<file path="src/rtl/seg7_pkg.sv">
// -----------------------------------------------------------------------------
// seg7_pkg
// Shared types and constants for the 7-segment display front-end.
//   bcd_t      : one BCD digit (4'hF is the blank code understood by seg7)
//   BCD_BLANK  : blank digit code
//   MAX_DEC    : largest value that fits on four decimal digits
//   disp_st_e  : display controller states
// -----------------------------------------------------------------------------
package seg7_pkg;

    typedef logic [3:0] bcd_t;

    localparam bcd_t BCD_BLANK = 4'hF;
    localparam int   MAX_DEC   = 9999;

    typedef enum logic [1:0] {
        IDLE = 2'd0,
        CONV = 2'd1,
        HOLD = 2'd2
    } disp_st_e;

endpackage

</file>
<file path="src/rtl/bin2bcd_seq.sv">
// -----------------------------------------------------------------------------
// bin2bcd_seq
// Sequential double-dabble converter, one shift/add-3 iteration per cycle.
// A start pulse loads the binary value; W cycles later done pulses for one
// cycle, and during that cycle d3..d0 carry the final BCD result (the result
// of the last iteration, presented combinationally so the caller can
// register it on the same edge that finishes the conversion).
// Ports:
//   clk, rst      : clock, synchronous active-high reset
//   start         : load bin and begin conversion
//   bin [W-1:0]   : binary value, must be <= 9999
//   done          : one-cycle pulse, final iteration in progress
//   d3..d0        : BCD digits, valid while done = 1 (d3 = thousands)
// -----------------------------------------------------------------------------
module bin2bcd_seq
    import seg7_pkg::*;
#(
    parameter int W = 14
) (
    input  logic         clk,
    input  logic         rst,
    input  logic         start,
    input  logic [W-1:0] bin,
    output logic         done,
    output bcd_t         d3,
    output bcd_t         d2,
    output bcd_t         d1,
    output bcd_t         d0
);

    localparam int CW = $clog2(W + 1);

    // {bcd[15:0], remaining binary bits}
    logic [W+15:0] r_sh;
    logic [CW-1:0] r_cnt;
    logic          r_busy;

    logic [W+15:0] w_adj;
    logic [W+15:0] w_next;

    always_comb begin
        w_adj = r_sh;
        for (int i = 0; i < 4; i++) begin
            if (r_sh[W+4*i +: 4] >= 4'd5) begin
                w_adj[W+4*i +: 4] = r_sh[W+4*i +: 4] + 4'd3;
            end
        end
        w_next = {w_adj[W+14:0], 1'b0};
    end

    assign done = r_busy && (r_cnt == CW'(W - 1));
    assign d3   = w_next[W+12 +: 4];
    assign d2   = w_next[W+8  +: 4];
    assign d1   = w_next[W+4  +: 4];
    assign d0   = w_next[W    +: 4];

    always_ff @(posedge clk) begin
        if (rst) begin
            r_sh   <= '0;
            r_cnt  <= '0;
            r_busy <= 1'b0;
        end else if (start) begin
            r_sh   <= {16'd0, bin};
            r_cnt  <= '0;
            r_busy <= 1'b1;
        end else if (r_busy) begin
            r_sh  <= w_next;
            r_cnt <= r_cnt + CW'(1);
            if (done) begin
                r_busy <= 1'b0;
            end
        end
    end

endmodule

</file>
<file path="src/rtl/seg7_disp_ctrl.sv">
// -----------------------------------------------------------------------------
// seg7_disp_ctrl
// Front-end for the 4-digit 7-seg multiplexer. Arbitrates two requesters
// round-robin, saturates the granted value to 9999, converts it to BCD and
// holds the result on the display for at least HOLD_CYC cycles.
//
//   state | meaning
//   IDLE  | sampling req_i, ack_o driven combinationally on the accept cycle
//   CONV  | double-dabble running (W cycles)
//   HOLD  | display frozen, hold counter counting down to 0
//
// Ports:
//   clk, rst          : clock, synchronous active-high reset
//   req_i[1:0]        : request levels, bit 0 = A, bit 1 = B
//   val_a_i, val_b_i  : requester values
//   ack_o[1:0]        : one-cycle accept pulse, bit = granted requester
//   busy_o            : high in CONV and HOLD
//   owner_o           : requester of the displayed value
//   ovf_o             : displayed value was saturated
//   d3_o..d0_o        : BCD digits, d3 leftmost, 4'hF = blank
// -----------------------------------------------------------------------------
module seg7_disp_ctrl
    import seg7_pkg::*;
#(
    parameter int W        = 14,
    parameter int HOLD_CYC = 1000000,
    parameter int BLANK_LZ = 1
) (
    input  logic         clk,
    input  logic         rst,
    input  logic [1:0]   req_i,
    input  logic [W-1:0] val_a_i,
    input  logic [W-1:0] val_b_i,
    output logic [1:0]   ack_o,
    output logic         busy_o,
    output logic         owner_o,
    output logic         ovf_o,
    output bcd_t         d3_o,
    output bcd_t         d2_o,
    output bcd_t         d1_o,
    output bcd_t         d0_o
);

    localparam int HW = (HOLD_CYC > 1) ? $clog2(HOLD_CYC) : 1;

    disp_st_e      r_state;
    disp_st_e      w_state_nxt;
    logic          r_last_grant;
    logic          r_owner_pend;
    logic          r_ovf_pend;
    logic [HW-1:0] r_hold;

    logic          w_gnt_id;
    logic          w_accept;
    logic [W-1:0]  w_sel_val;
    logic          w_ovf_in;
    logic [W-1:0]  w_sat_val;
    logic          w_done;
    bcd_t          w_c3, w_c2, w_c1, w_c0;
    bcd_t          w_b3, w_b2, w_b1;
    logic          w_z3, w_z2, w_z1;

    // Arbiter: on contention the requester that did not win last time goes.
    always_comb begin
        w_gnt_id = 1'b0;
        if (req_i == 2'b10) begin
            w_gnt_id = 1'b1;
        end else if (req_i == 2'b11) begin
            w_gnt_id = ~r_last_grant;
        end
        w_accept  = !rst && (r_state == IDLE) && (req_i != 2'b00);
        ack_o     = 2'b00;
        if (w_accept) begin
            ack_o = w_gnt_id ? 2'b10 : 2'b01;
        end
        w_sel_val = w_gnt_id ? val_b_i : val_a_i;
        w_ovf_in  = (w_sel_val > W'(MAX_DEC));
        w_sat_val = w_ovf_in ? W'(MAX_DEC) : w_sel_val;
    end

    // The converter's shift register acts as the latch for the accepted value.
    bin2bcd_seq #(
        .W (W)
    ) u_bin2bcd (
        .clk   (clk),
        .rst   (rst),
        .start (w_accept),
        .bin   (w_sat_val),
        .done  (w_done),
        .d3    (w_c3),
        .d2    (w_c2),
        .d1    (w_c1),
        .d0    (w_c0)
    );

    // Leading-zero blanking cascades from the left; d0 always shows.
    always_comb begin
        w_z3 = (w_c3 == 4'd0);
        w_z2 = w_z3 && (w_c2 == 4'd0);
        w_z1 = w_z2 && (w_c1 == 4'd0);
        w_b3 = w_c3;
        w_b2 = w_c2;
        w_b1 = w_c1;
        if (BLANK_LZ != 0) begin
            if (w_z3) w_b3 = BCD_BLANK;
            if (w_z2) w_b2 = BCD_BLANK;
            if (w_z1) w_b1 = BCD_BLANK;
        end
    end

    always_comb begin
        w_state_nxt = r_state;
        case (r_state)
            IDLE:    if (w_accept)             w_state_nxt = CONV;
            CONV:    if (w_done)               w_state_nxt = HOLD;
            HOLD:    if (r_hold == HW'(0))     w_state_nxt = IDLE;
            default:                           w_state_nxt = IDLE;
        endcase
    end

    always_ff @(posedge clk) begin
        if (rst) begin
            r_state <= IDLE;
        end else begin
            r_state <= w_state_nxt;
        end
    end

    always_ff @(posedge clk) begin
        if (rst) begin
            r_last_grant <= 1'b1;
            r_owner_pend <= 1'b0;
            r_ovf_pend   <= 1'b0;
            r_hold       <= '0;
            owner_o      <= 1'b0;
            ovf_o        <= 1'b0;
            d3_o         <= BCD_BLANK;
            d2_o         <= BCD_BLANK;
            d1_o         <= BCD_BLANK;
            d0_o         <= BCD_BLANK;
        end else begin
            if (w_accept) begin
                r_last_grant <= w_gnt_id;
                r_owner_pend <= w_gnt_id;
                r_ovf_pend   <= w_ovf_in;
            end
            if ((r_state == CONV) && w_done) begin
                d3_o    <= w_b3;
                d2_o    <= w_b2;
                d1_o    <= w_b1;
                d0_o    <= w_c0;
                owner_o <= r_owner_pend;
                ovf_o   <= r_ovf_pend;
                r_hold  <= HW'(HOLD_CYC - 1);
            end else if ((r_state == HOLD) && (r_hold != HW'(0))) begin
                r_hold <= r_hold - HW'(1);
            end
        end
    end

    assign busy_o = (r_state != IDLE);

endmodule
</file>
<file path="config.mk">
export PLATFORM = sky130hd
export DESIGN_NAME = seg7_disp_ctrl
export DESIGN_NICKNAME = d
export VERILOG_FILES = /design/src/rtl/seg7_pkg.sv /design/src/rtl/bin2bcd_seq.sv /design/src/rtl/seg7_disp_ctrl.sv
export SDC_FILE = /design/constraint.sdc
export NUM_CORES = 1
export LEC_CHECK = 0
export BUFFER_PORTS_ARGS = -buffer_cell sky130_fd_sc_hd__buf_2
export CORE_ASPECT_RATIO = 0.5
export CORE_MARGIN = 5
export CORE_UTILIZATION = 58
export DETAILED_ROUTE_END_ITERATION = 6
export MAX_ROUTING_LAYER = met4
export PLACE_DENSITY = 0.8
export REMOVE_ABC_BUFFERS = 1
export SLEW_MARGIN = 20
export SYNTH_ARGS = -nofsm -noshare
export SYNTH_HDL_FRONTEND = slang
export SYNTH_SLANG_ARGS = --single-unit
</file>
<file path="constraint.sdc">
create_clock -name clk -period 2.37 [get_ports clk]
set_clock_uncertainty 0.2 [all_clocks]
set_input_delay 0.474 -clock clk [delete_from_list [all_inputs] [get_ports clk]]
set_output_delay 0.474 -clock clk [all_outputs]
set_load 0.05 [all_outputs]
</file>
==> flow_summary_export.csv <==
group,metric,value,unit
status,status,"finished clean",
critical_path,worstReg2RegEnd,"d1_o[2]",
timing,period_needed,2.345,ns
pwr,peakVddDrop,0.0003724,V
layout,multi_input_area,2354,µm²
floorplanning,core_area,6700,µm²
synth,synth-warning-count,0,
min_path,min_path_type,"input pin to flip-flop",
clock_network,clkLatencyLatePin,0.34,ns
pwr,power_per_cell_area,673.8,nW/µm²
layout,drive_gt1_frac,0.2237,
timing,layout_setup_ws,0.02544,ns
placement,hpwlAfterDp,6425,µm
synth,yosys-top-cells-area,"dfxtp_1 (39%), mux2i_1 (4.7%), nor2_1 (4.7%)",
detailed_routing,dr_total_vias,3586,
layout,diodes,0,
layout,seq_area,1562,µm²
layout,final_nets,571,
critical_path,cp.required,1.70,ns
synth,synthFlopType,"dfxtp_1",
critical_path,slowest_stage,"or2_2",
critical_path,criticalPathCategory,"flip-flop to output port",
critical_path,critical_path_arrival,1.67,ns
pwr,comb_power_share,0.108,
detailed_routing,vias_per_cell,5.747,
clock_network,cts_sinks,78,
global_routing,grt_pass1_vias,3437,
timing,period_share,0.9893,
synth,synth_top_cell_by_area,"dfxtp_1",
critical_path,crit_chain,"or2_2 > nor2_4 > nand2_2 > nor2_2 > buf_6",
detailed_routing,wirelength,9495,µm
critical_path,cp_max_fo,7,
pwr,seqPwrFrac,0.424,
flow_run,drv_cap,0,
detailed_routing,drt_pass1_iterations,5,
synth,synth-seq-area-share,0.3899,
timing,report.final.slew_viol_count,0,
synth,synthCells,469,
pwr,internal_power,2509,µW
pwr,swShare,0.2302,
min_path,hold_depth,3,
placement,pre_cts_slack,0.04944,ns
synth,synth_edf_count,0,
floorplanning,std_cell_rows,21,
clock_network,clock_path_buffers,2,
detailed_routing,ant_nets,0,
synth,synth_common_cells,"dfxtp_1 (78), nor2_1 (50), nand2_1 (46), a21oi_1 (30), o21ai_0 (23)",
synth,async_reset_ff_frac,0,
critical_path,r2r_start,"u_bin2bcd.r_sh[18]",
floorplanning,fp.dieW,127.5,µm
timing,relSlewSlack,0.5695,
synth,synth-seq-cells,78,
critical_path,cp-start-kind,"flip-flop",
critical_path,cpPeakStageDelay,0.37,ns
clock_network,path_clk_slew,0.06,ns
detailed_routing,drt_iter0_drc,256,
layout,syn_to_final_growth,20.77,%
global_routing,grt_pass1_wl,15410,µm
synth,yosysMostFrequentCell,"dfxtp_1",
floorplanning,die_area,8768,µm²
critical_path,rrSetupSlack,0.13,ns
layout,final_cells,624,
floorplanning,ios,53,
placement,io_buffers,52,
detailed_routing,drc,0,
timing,setup_viol,0,
synth,synth_top_area_frac,0.3899,
detailed_routing,wl_per_cell,15.22,µm
timing,tightest_slew,0.6398,ns
clock_network,cts_hold_buf,0,
timing,fmax,426.5,MHz
timing,hold_viol,0,
floorplanning,dieHeight,68.76,µm
clock_network,cts_inserted_buffers,9,
pwr,power_frac_clock,0.468,
clock_network,cts-root-buf,"clkbuf_16",
pwr,p_sw,750.4,µW
synth,syn_area,4005,µm²
clock_network,cts_max_level,3,
min_path,min-delay-start,"val_a_i[13]",
floorplanning,start_util,0.5978,
pwr,p_leak,0.001956,µW
global_routing,grt_usage,0.2273,
min_path,min_to,"u_bin2bcd.r_sh[13]",
synth,synth_area_per_cell,8.540,µm²
global_routing,antenna_found_initial,0,
placement,dp.cells,607,
clock_network,cts_tree,"built",
critical_path,cp-end-kind,"output port",
global_routing,grt_max_degree,42,
synth,yosysUniqueCellTypes,55,
critical_path,reg2regPathDepth,7,
layout,num-fill-cells,504,
placement,gp_congestion,0.8887,
global_routing,globalRouteOverflowTotal,0,
[worst max-delay path, delay by kind of cell, from the launching register on]
family        cells  cell delay, ns
simple gates      4            0.77
buf+inv           1            0.18
flops             1            0.36
[flip-flops by register name, summed over array words and instances (netlist names)]
name and cells:
d0_o 4, r_state 2, r_owner_pend 1, ovf_o 1, owner_o 1, d3_o 4
u_bin2bcd.r_cnt 4, u_bin2bcd.r_busy 1, r_last_grant 1, r_ovf_pend 1, d1_o 4, d2_o 4
u_bin2bcd.r_sh 30, r_hold 20
[per-layer routing]
metal / routed length, µm / track usage / vias up
li1: - / - / 1793
met1: 4403 / 0.2740 / 1691
met2: 4515 / 0.3848 / 87
met3: 445 / 0.05615 / 15
met4: 130 / 0.06952 / 0
met5: 0 / - / -
[power by group through the flow]
stage	Sequential [µW]	Clock [µW]	Combinational [µW]
detailed placement	1410	0	331
floorplan	1420	0	203
global placement	1410	0	327
global route	1390	1600	384
finish	1380	1530	352
CTS	1380	1540	337
[cells in the final DEF, fill, tap and decap left out, types with 6 or more instances in the layout]
cell type  Yosys  routed
a211oi_1      13      13
a21oi_1       30      30
a41oi_1        7       7
buf_2          5      50
buf_4          2      18
clkbuf_16      0       9
dfxtp_1       78      78
ha_1          12      12
inv_1         15      15
mux2_2        13      13
mux2i_1       19      19
nand2_1       46      45
nand3_1       17      17
nand4_1        8       8
nor2_1        50      47
nor3_1        12      10
nor3b_1        7       6
nor4_1         7       7
o21ai_0       23      23
o31ai_1        8       7
xnor2_1        7       7
xor2_1        19      19
[per-stage QoR]
stage / util / total power (µW) / cell area (µm²) / hold slack [ns] / TNS (ns)
floorplan: - / 1620 / 3905 / 0.2260 / -19.45
global placement: 0.6586 / 1733 / 4413 / 0.2423 / 0
detailed placement: 0.6586 / 1740 / 4413 / 0.2484 / 0
CTS: 0.7106 / 3261 / 4761 / 0.2121 / -0.03695
global route: 0.7219 / 3365 / 4837 / 0.2256 / -0.1142
finish: 0.7219 / 3259 / 4837 / 0.2129 / 0
[what timing repair did]
item	CTS	global route
endpoints found under the setup margin	2	11
resized for setup	4	15
gates cloned	0	0
setup buffers	0	1
pin swaps	0	3
[cell type report]
class,count,share of cell area
Timing Repair Buffer,70,0.08510
Tap cell,92,0.02380
Inverter,16,0.01242
Sequential cell,78,0.3228
Clock inverter,3,0.01345
Clock buffer,13,0.05587
Multi-Input combinational cell,352,0.4865
[kinds of logic after synthesis]
family | count (synthesis) | synth area share
adders and majority gates | 12 | 0.03749
and+or+nand+nor | 174 | 0.2143
muxes | 32 | 0.08404
xor gates and xnor gates | 26 | 0.05686
DFF | 78 | 0.3899
AOI/OAI and AO/OA | 108 | 0.1774
buffers and inverters | 39 | 0.03998
[worst max path at each step]
stage                       startpoint            endpoint  slack [ns]  depth (start not counted)
floorplan             u_bin2bcd.r_busy             d1_o[3]       -0.74                          5
global placement            val_a_i[7]  u_bin2bcd.r_sh[10]        0.14                          6
detailed placement  u_bin2bcd.r_sh[23]             d1_o[0]        0.05                          7
CTS                         r_state[1]            ack_o[0]       -0.02                          5
global route        u_bin2bcd.r_sh[26]             d1_o[1]       -0.04                          7
finish                      r_state[1]            ack_o[0]        0.03                          5
(Power assumes the default switching activity.)
